--- src/rtl/ram_access_arbiter_if.sv ---
// Bus bundle between the CPU sequencer, the program loader, the RAM and the
// arbiter.
//   slave  : arbiter view (CPU/loader requests and ram_rdata in; RAM strobes,
//            ld_ack, ld_rdata, cpu_rdata and cpu_stall out)
//   master : environment view (the mirror of slave)
interface ram_access_arbiter_if #(
  parameter int unsigned ADDR_W = 4,
  parameter int unsigned DATA_W = 8
);
  // CPU control sequencer side
  logic              cpu_ram_en_n;
  logic              cpu_ram_load_n;
  logic [ADDR_W-1:0] cpu_addr;
  logic [DATA_W-1:0] cpu_wdata;
  logic [DATA_W-1:0] cpu_rdata;
  logic              cpu_stall;
  // Loader / debugger side, 4-phase req/ack
  logic              ld_req;
  logic              ld_we;
  logic [ADDR_W-1:0] ld_addr;
  logic [DATA_W-1:0] ld_wdata;
  logic              ld_ack;
  logic [DATA_W-1:0] ld_rdata;
  // RAM side
  logic [ADDR_W-1:0] ram_addr;
  logic [DATA_W-1:0] ram_wdata;
  logic              ram_ce_n;
  logic              ram_we_n;
  logic [DATA_W-1:0] ram_rdata;

  modport slave (
    input  cpu_ram_en_n, cpu_ram_load_n, cpu_addr, cpu_wdata,
    input  ld_req, ld_we, ld_addr, ld_wdata,
    input  ram_rdata,
    output cpu_rdata, cpu_stall, ld_ack, ld_rdata,
    output ram_addr, ram_wdata, ram_ce_n, ram_we_n
  );

  modport master (
    output cpu_ram_en_n, cpu_ram_load_n, cpu_addr, cpu_wdata,
    output ld_req, ld_we, ld_addr, ld_wdata,
    output ram_rdata,
    input  cpu_rdata, cpu_stall, ld_ack, ld_rdata,
    input  ram_addr, ram_wdata, ram_ce_n, ram_we_n
  );
endinterface

--- src/rtl/ram_access_arbiter.sv ---
// Shares the CPU program/data RAM between the CPU control sequencer (priority,
// per-cycle active-low strobes) and an external loader (4-phase req/ack).
// The loader is granted on idle bus cycles or after STARVE_LIMIT consecutive
// denied cycles; cpu_stall freezes the sequencer while the loader owns the bus.
// Ports:
//   clk, rst_n      : clock, synchronous active-low reset
//   bus (slave)     : CPU, loader and RAM signals, see ram_access_arbiter_if
//   grant_cnt       : loader grant counter   (only with ARB_STATS_EN)
//   stall_cnt       : cpu_stall cycle counter (only with ARB_STATS_EN)
// Optional feature macro: ARB_STATS_EN.
module ram_access_arbiter #(
  parameter int unsigned ADDR_W        = 4,
  parameter int unsigned DATA_W        = 8,
  parameter int unsigned ACCESS_CYCLES = 2,
  parameter int unsigned STARVE_LIMIT  = 8
) (
  input  logic                  clk,
  input  logic                  rst_n,
  ram_access_arbiter_if.slave   bus
`ifdef ARB_STATS_EN
  ,
  output logic [15:0]           grant_cnt,
  output logic [15:0]           stall_cnt
`endif
);

  localparam int unsigned WAIT_W = (STARVE_LIMIT < 1) ? 1 : $clog2(STARVE_LIMIT + 1);
  localparam int unsigned ACC_W  = 4;

  typedef enum logic [1:0] {
    IDLE      = 2'd0,
    LD_ACCESS = 2'd1,
    LD_ACK    = 2'd2,
    LD_WAIT   = 2'd3
  } state_e;

  state_e              state_q, state_d;
  logic [WAIT_W-1:0]   wait_cnt_q, wait_cnt_d;
  logic [ACC_W-1:0]    acc_cnt_q, acc_cnt_d;
  logic [ADDR_W-1:0]   addr_q, addr_d;
  logic [DATA_W-1:0]   wdata_q, wdata_d;
  logic                we_q, we_d;
  logic [DATA_W-1:0]   rdata_q, rdata_d;

  logic cpu_acc;
  logic starved;

  assign cpu_acc = !bus.cpu_ram_en_n || !bus.cpu_ram_load_n;
  // wait_cnt saturates at STARVE_LIMIT, so equality marks starvation
  assign starved = (wait_cnt_q == WAIT_W'(STARVE_LIMIT));

  // Next-state, latches and RAM steering
  always_comb begin
    state_d       = state_q;
    wait_cnt_d    = wait_cnt_q;
    acc_cnt_d     = acc_cnt_q;
    addr_d        = addr_q;
    wdata_d       = wdata_q;
    we_d          = we_q;
    rdata_d       = rdata_q;
    bus.ram_addr  = bus.cpu_addr;
    bus.ram_wdata = bus.cpu_wdata;
    bus.ram_ce_n  = bus.cpu_ram_en_n;
    bus.ram_we_n  = bus.cpu_ram_load_n;

    case (state_q)
      IDLE: begin
        if (bus.ld_req && (!cpu_acc || starved)) begin
          addr_d     = bus.ld_addr;
          wdata_d    = bus.ld_wdata;
          we_d       = bus.ld_we;
          acc_cnt_d  = '0;
          wait_cnt_d = '0;
          state_d    = LD_ACCESS;
        end else if (bus.ld_req) begin
          if (!starved) wait_cnt_d = wait_cnt_q + WAIT_W'(1);
        end else begin
          wait_cnt_d = '0;
        end
      end
      LD_ACCESS: begin
        bus.ram_addr  = addr_q;
        bus.ram_wdata = wdata_q;
        bus.ram_ce_n  = 1'b0;
        bus.ram_we_n  = !we_q;
        if (acc_cnt_q == ACC_W'(ACCESS_CYCLES - 1)) begin
          if (!we_q) rdata_d = bus.ram_rdata;
          state_d = LD_ACK;
        end else begin
          acc_cnt_d = acc_cnt_q + ACC_W'(1);
        end
      end
      LD_ACK: begin
        bus.ram_addr  = addr_q;
        bus.ram_wdata = wdata_q;
        bus.ram_ce_n  = 1'b1;
        bus.ram_we_n  = 1'b1;
        state_d       = bus.ld_req ? LD_WAIT : IDLE;
      end
      LD_WAIT: begin
        if (!bus.ld_req) state_d = IDLE;
      end
      default: state_d = IDLE;
    endcase
  end

  // State register
  always_ff @(posedge clk) begin
    if (!rst_n) begin
      state_q    <= IDLE;
      wait_cnt_q <= '0;
      acc_cnt_q  <= '0;
      addr_q     <= '0;
      wdata_q    <= '0;
      we_q       <= 1'b0;
      rdata_q    <= '0;
    end else begin
      state_q    <= state_d;
      wait_cnt_q <= wait_cnt_d;
      acc_cnt_q  <= acc_cnt_d;
      addr_q     <= addr_d;
      wdata_q    <= wdata_d;
      we_q       <= we_d;
      rdata_q    <= rdata_d;
    end
  end

  // Handshake outputs decode registered state only
  assign bus.ld_ack    = (state_q == LD_ACK) || (state_q == LD_WAIT);
  assign bus.cpu_stall = (state_q == LD_ACCESS) || (state_q == LD_ACK);
  assign bus.ld_rdata  = rdata_q;
  assign bus.cpu_rdata = bus.ram_rdata;

`ifdef ARB_STATS_EN
  logic grant;
  assign grant = (state_q == IDLE) && (state_d == LD_ACCESS);

  // Saturating grant / stall statistics
  always_ff @(posedge clk) begin
    if (!rst_n) begin
      grant_cnt <= '0;
      stall_cnt <= '0;
    end else begin
      if (grant && (grant_cnt != 16'hFFFF))         grant_cnt <= grant_cnt + 16'd1;
      if (bus.cpu_stall && (stall_cnt != 16'hFFFF)) stall_cnt <= stall_cnt + 16'd1;
    end
  end
`endif

endmodule
--- src/flat_wrapper.sv ---
// flat-port wrapper written by rule: the top's interface ports become plain ports
module ram_access_arbiter_flat 
#(
  parameter int unsigned ADDR_W        = 4,
  parameter int unsigned DATA_W        = 8,
  parameter int unsigned ACCESS_CYCLES = 2,
  parameter int unsigned STARVE_LIMIT  = 8
)
  (clk, rst_n, bus_cpu_ram_en_n, bus_cpu_ram_load_n, bus_cpu_addr, bus_cpu_wdata, bus_ld_req, bus_ld_we, bus_ld_addr, bus_ld_wdata, bus_ram_rdata, bus_cpu_rdata, bus_cpu_stall, bus_ld_ack, bus_ld_rdata, bus_ram_addr, bus_ram_wdata, bus_ram_ce_n, bus_ram_we_n);
  ram_access_arbiter_if #(.ADDR_W(ADDR_W), .DATA_W(DATA_W)) bus_i ();
  input  logic clk;
  input  logic rst_n;
  input wire logic [$bits(bus_i.cpu_ram_en_n)-1:0] bus_cpu_ram_en_n;
  input wire logic [$bits(bus_i.cpu_ram_load_n)-1:0] bus_cpu_ram_load_n;
  input wire logic [$bits(bus_i.cpu_addr)-1:0] bus_cpu_addr;
  input wire logic [$bits(bus_i.cpu_wdata)-1:0] bus_cpu_wdata;
  input wire logic [$bits(bus_i.ld_req)-1:0] bus_ld_req;
  input wire logic [$bits(bus_i.ld_we)-1:0] bus_ld_we;
  input wire logic [$bits(bus_i.ld_addr)-1:0] bus_ld_addr;
  input wire logic [$bits(bus_i.ld_wdata)-1:0] bus_ld_wdata;
  input wire logic [$bits(bus_i.ram_rdata)-1:0] bus_ram_rdata;
  output wire logic [$bits(bus_i.cpu_rdata)-1:0] bus_cpu_rdata;
  output wire logic [$bits(bus_i.cpu_stall)-1:0] bus_cpu_stall;
  output wire logic [$bits(bus_i.ld_ack)-1:0] bus_ld_ack;
  output wire logic [$bits(bus_i.ld_rdata)-1:0] bus_ld_rdata;
  output wire logic [$bits(bus_i.ram_addr)-1:0] bus_ram_addr;
  output wire logic [$bits(bus_i.ram_wdata)-1:0] bus_ram_wdata;
  output wire logic [$bits(bus_i.ram_ce_n)-1:0] bus_ram_ce_n;
  output wire logic [$bits(bus_i.ram_we_n)-1:0] bus_ram_we_n;
  assign bus_i.cpu_ram_en_n = bus_cpu_ram_en_n;
  assign bus_i.cpu_ram_load_n = bus_cpu_ram_load_n;
  assign bus_i.cpu_addr = bus_cpu_addr;
  assign bus_i.cpu_wdata = bus_cpu_wdata;
  assign bus_i.ld_req = bus_ld_req;
  assign bus_i.ld_we = bus_ld_we;
  assign bus_i.ld_addr = bus_ld_addr;
  assign bus_i.ld_wdata = bus_ld_wdata;
  assign bus_i.ram_rdata = bus_ram_rdata;
  assign bus_cpu_rdata = bus_i.cpu_rdata;
  assign bus_cpu_stall = bus_i.cpu_stall;
  assign bus_ld_ack = bus_i.ld_ack;
  assign bus_ld_rdata = bus_i.ld_rdata;
  assign bus_ram_addr = bus_i.ram_addr;
  assign bus_ram_wdata = bus_i.ram_wdata;
  assign bus_ram_ce_n = bus_i.ram_ce_n;
  assign bus_ram_we_n = bus_i.ram_we_n;
  ram_access_arbiter #(.ADDR_W(ADDR_W), .DATA_W(DATA_W), .ACCESS_CYCLES(ACCESS_CYCLES), .STARVE_LIMIT(STARVE_LIMIT)) u_core (.clk(clk), .rst_n(rst_n), .bus(bus_i));
endmodule
--- config.mk ---
export PLATFORM = sky130hd
export DESIGN_NAME = ram_access_arbiter_flat
export DESIGN_NICKNAME = d
export VERILOG_FILES = /design/src/rtl/ram_access_arbiter_if.sv /design/src/rtl/ram_access_arbiter.sv /design/src/flat_wrapper.sv
export SDC_FILE = /design/constraint.sdc
export NUM_CORES = 1
export LEC_CHECK = 0
export CAP_MARGIN = 15
export CORE_ASPECT_RATIO = 0.7
export CORE_MARGIN = 2
export CORE_UTILIZATION = 46
export DETAILED_ROUTE_END_ITERATION = 7
export GPL_TIMING_DRIVEN = 1
export PLACE_DENSITY = 0.89
export SLEW_MARGIN = 25
export SYNTH_ARGS = -nofsm -noshare
export SYNTH_HDL_FRONTEND = slang
export SYNTH_SLANG_ARGS = --single-unit
--- constraint.sdc ---
create_clock -name clk -period 3.2 [get_ports clk]
set_input_delay 0.64 -clock clk [delete_from_list [all_inputs] [get_ports clk]]
set_output_delay 0.64 -clock clk [all_outputs]
set_load 0.02 [all_outputs]
==> implementation parameters <==
Parameter                              Value

Finish
  Number of nets at the end of the flow    299
  Filler cell count in the final layout    245
  Area used by multi-input combinational logic    937 sq um
  Seq. cell area    between 600 and 700 sq um
  Design area    around 2500 sq um
  Inserted Diodes    0
  Post-Route Utilization    71.1%
  Final non-filler cell total    between 300 and 400
  Share of final-layout standard cells stronger than drive strength 1    13.8%
  Area growth from synthesis to layout    47.7%

Yosys
  Part of the Yosys area used for sequential elements    between 30 and 40%
  Multiplexer share of the synthesized area    ~17%
  Area fraction in and, or, nand and nor cells after synthesis    19.8%
  Adder-cell share of the synthesized area    roughly 6.6%
  Compound-Gate Fraction of Synth Area    a little under an eighth
  Synth unique cells    40
  Post-synthesis cell count    189
  Dominant combinational cell family by area after synthesis    simple AND/OR/NAND/NOR gates
  Average instance area after synthesis    9.01 sq um
  Yosys synthesis warning count    0
  Number of enable-type register cells in the synthesized netlist    0
  Async set-reset flop share out of synthesis    0%
  Total of flip-flops plus latches after synthesis    31
  Syn Nets    between 200 and 250
  Cell area after synthesis    roughly 1700 sq um
  Post-synth top flop    dfxtp_1
  Xor/xnor cell area share of the yosys netlist    0%

Place
  Pre-CTS setup slack    444 ps
  Final weighted congestion in routability-driven placement    0.834
  Area after DPL    2380 sq um
  Detailed placement HPWL    3.22 mm
  Count of buffers inserted at the top-level ports    between 60 and 70
  Total placed cells including tap cells    slightly below 300

Timing
  Maximum clock frequency    339 MHz
  Number of max-slew violations in the final report    0
  Clock Skews    2.33 ps
  Total negative setup slack    0 ps
  PnR worst setup slack    247 ps
  Hold Vio Cnt, Final    0
  Shortest period the worst path allows    between 2000 and 3000 ps
  Headroom to the max-slew limit    between 60% and 70%
  RSZ-0062 raised after global routing    false
  Slew @ Worst Pin    a little under 500 ps
  Setup violators final    0
  Final period util    92.3%

Route
  Vias/cell    5.17
  DRC violations left    0
  Total wire length after detailed routing    4.42 mm
  Number of iterations in the first detailed-routing pass    4
  Antenna Violating Nets Remaining    0
  Routed WL per cell    roughly 15 microns
  Violation count after the first detailed-route iteration    ~140
  Total via count after detailed routing    1,565

Worst setup path
  Critical path startpoint category    flop
  Data arrival, critical path    2310 ps
  Required time of the critical path    between 2000 and 3000 ps
  Critical path peak fanout    11
  Cell depth of the worst flop-to-flop path    7
  Worst Setup Path Type    flop to output port
  Type of element capturing the critical path    output port

Clocking
  Inserted Clock Buffers    5
  Clock slew at reported path FFs    roughly 70 ps
  Number of H-tree branching levels    2
  CTS Sinks    31
  Cts-stage hold buffer count    0
  Worst-Skew Late Latency    280 ps
  Resized Gates After CTS    0
  Buffer depth of the longest clock path    2
  Clock root buffer    clkbuf_8
  TritonCTS clock tree    built
  Setup bufs post-CTS    0

Die
  Die Wd    76.7 microns
  Core Box Area    3540 sq um
  Row cnt    18
  # IOs    70
  Effective utilization at floorplan    48.2%
  Die Span Y    54.9 microns
  Area of the die    approximately 4200 sq um

Global route
  Grt ovf    0
  Initial antenna violation count    0
  Largest net degree at the start of global routing    17
  GRT Resource Usage Total    22.0%
  Global-route wire length before repair    7.03 mm
  Via count of the first global-routing pass    ~1,500

Pwr
  Power per unit of standard cell area    652 nW/um^2
  Leakage power of the design    around 0.93 nW
  Worst vdd rail ir drop    just over 400 uV

Min path
  Cell count of the worst hold path    2
  Type of the tightest min-delay check    flop to flop

Flow run
  Max-cap violation count    0

Outcome
  Status    completed
-- cell families after synthesis --
kind of cell,after synthesis
muxes,27
AOI/OAI and AO/OA,27
DFF,31
and+or+nand+nor,67
adders and majority gates,9
buffers and inverters,28
-- cell type report --
class,count,area share (%)
well taps,50,2.49
repair buffers,73,28.7
clock buffers,6,2.89
clock inverters,2,2.39
flip-flops and latches,31,24.7
inverters,11,1.64
multi-input cells,130,37.3
-- registers in the layout (all words and copies together) (netlist names) --
name and cells:
u_core.we_q 1, u_core.acc_cnt_q 4, u_core.state_q 2, u_core.wait_cnt_q 4
u_core.bus.ld_rdata 8, u_core.wdata_q 8, u_core.addr_q 4
-- final timing paths --
check,startpoint,endpoint,slack [ps]
worst max register to register,u_core.state_q[1],u_core.bus.ld_rdata[5],1370
worst max-delay path,u_core.state_q[1],bus_ram_we_n,250
worst min-delay path,u_core.bus.ld_rdata[4],u_core.bus.ld_rdata[4],450
worst min register to register,u_core.bus.ld_rdata[4],u_core.bus.ld_rdata[4],450
-- metal layers --
layer  GRT usage, %  wire [microns]  up-vias
met4           7.58              83        0
li1               -               -      775
met5              0               0        -
met3           7.47             442       12
met1           26.8            1880      703
met2           37.6            2020       75
-- cell usage after synthesis, types with 2 or more instances --
| cell type | instances | area share (%) |
|---|---|---|
| dfxtp_1 | 31 | 36 |
| nand2_1 | 17 | 3.7 |
| nor2_1 | 16 | 3.5 |
| nand3_1 | 15 | 4.4 |
| mux2_2 | 14 | 9.3 |
| a21oi_1 | 13 | 3.8 |
| mux2i_1 | 13 | 7.6 |
| inv_1 | 11 | 2.4 |
| ha_1 | 9 | 6.6 |
| buf_4 | 8 | 3.5 |
| clkbuf_1 | 4 | 0.88 |
| and3_1 | 3 | 1.1 |
| buf_2 | 3 | 0.88 |
| nor2b_1 | 3 | 1.1 |
| a31oi_1 | 2 | 0.73 |
| nand4_1 | 2 | 0.73 |
| nor3_1 | 2 | 0.59 |
-- worst max-delay path, cell delays in order (launching register included) --
cell and delay (ps):
dfxtp_1 340, inv_1 140, ha_2 340, nor2b_1 270, nor2_1 100, a21oi_1 180
clkdlybuf4s50_1 660
-- layout by cell type, fill, tap and decap left out, types with 2 or more instances in the layout --
cell type,count
nor3_1,2
mux2_2,14
mux2i_1,13
nor2_1,16
inv_1,11
ha_2,2
clkbuf_8,5
ha_1,7
clkdlybuf4s50_1,69
a21oi_1,13
nand3_1,15
buf_4,4
dfxtp_1,31
nand2_1,17
and3_1,3
nand4_1,2
nor2b_1,3
a31oi_1,2
bufinv_16,2
-- power by group --
| part | switching [mW] | internal, mW | leakage (nW) | total, mW |
|---|---|---|---|---|
| clock | 0.150 | 0.311 | 0.0654 | 0.461 |
| combinational | 0.386 | 0.358 | 0.617 | 0.744 |
| sequential | 0.0222 | 0.414 | 0.251 | 0.436 |
| total | 0.558 | 1.08 | 0.933 | 1.64 |
-- per-stage QoR --
stage	power [mW]	hold WS, ps
2_1_floorplan	0.899	454
3_3_place_gp	1.15	442
3_5_place_dp	1.17	448
4_1_cts	1.64	457
5_1_grt	1.71	479
6_report	1.64	455
No activity file was read; power rests on OpenSTA's default activity.
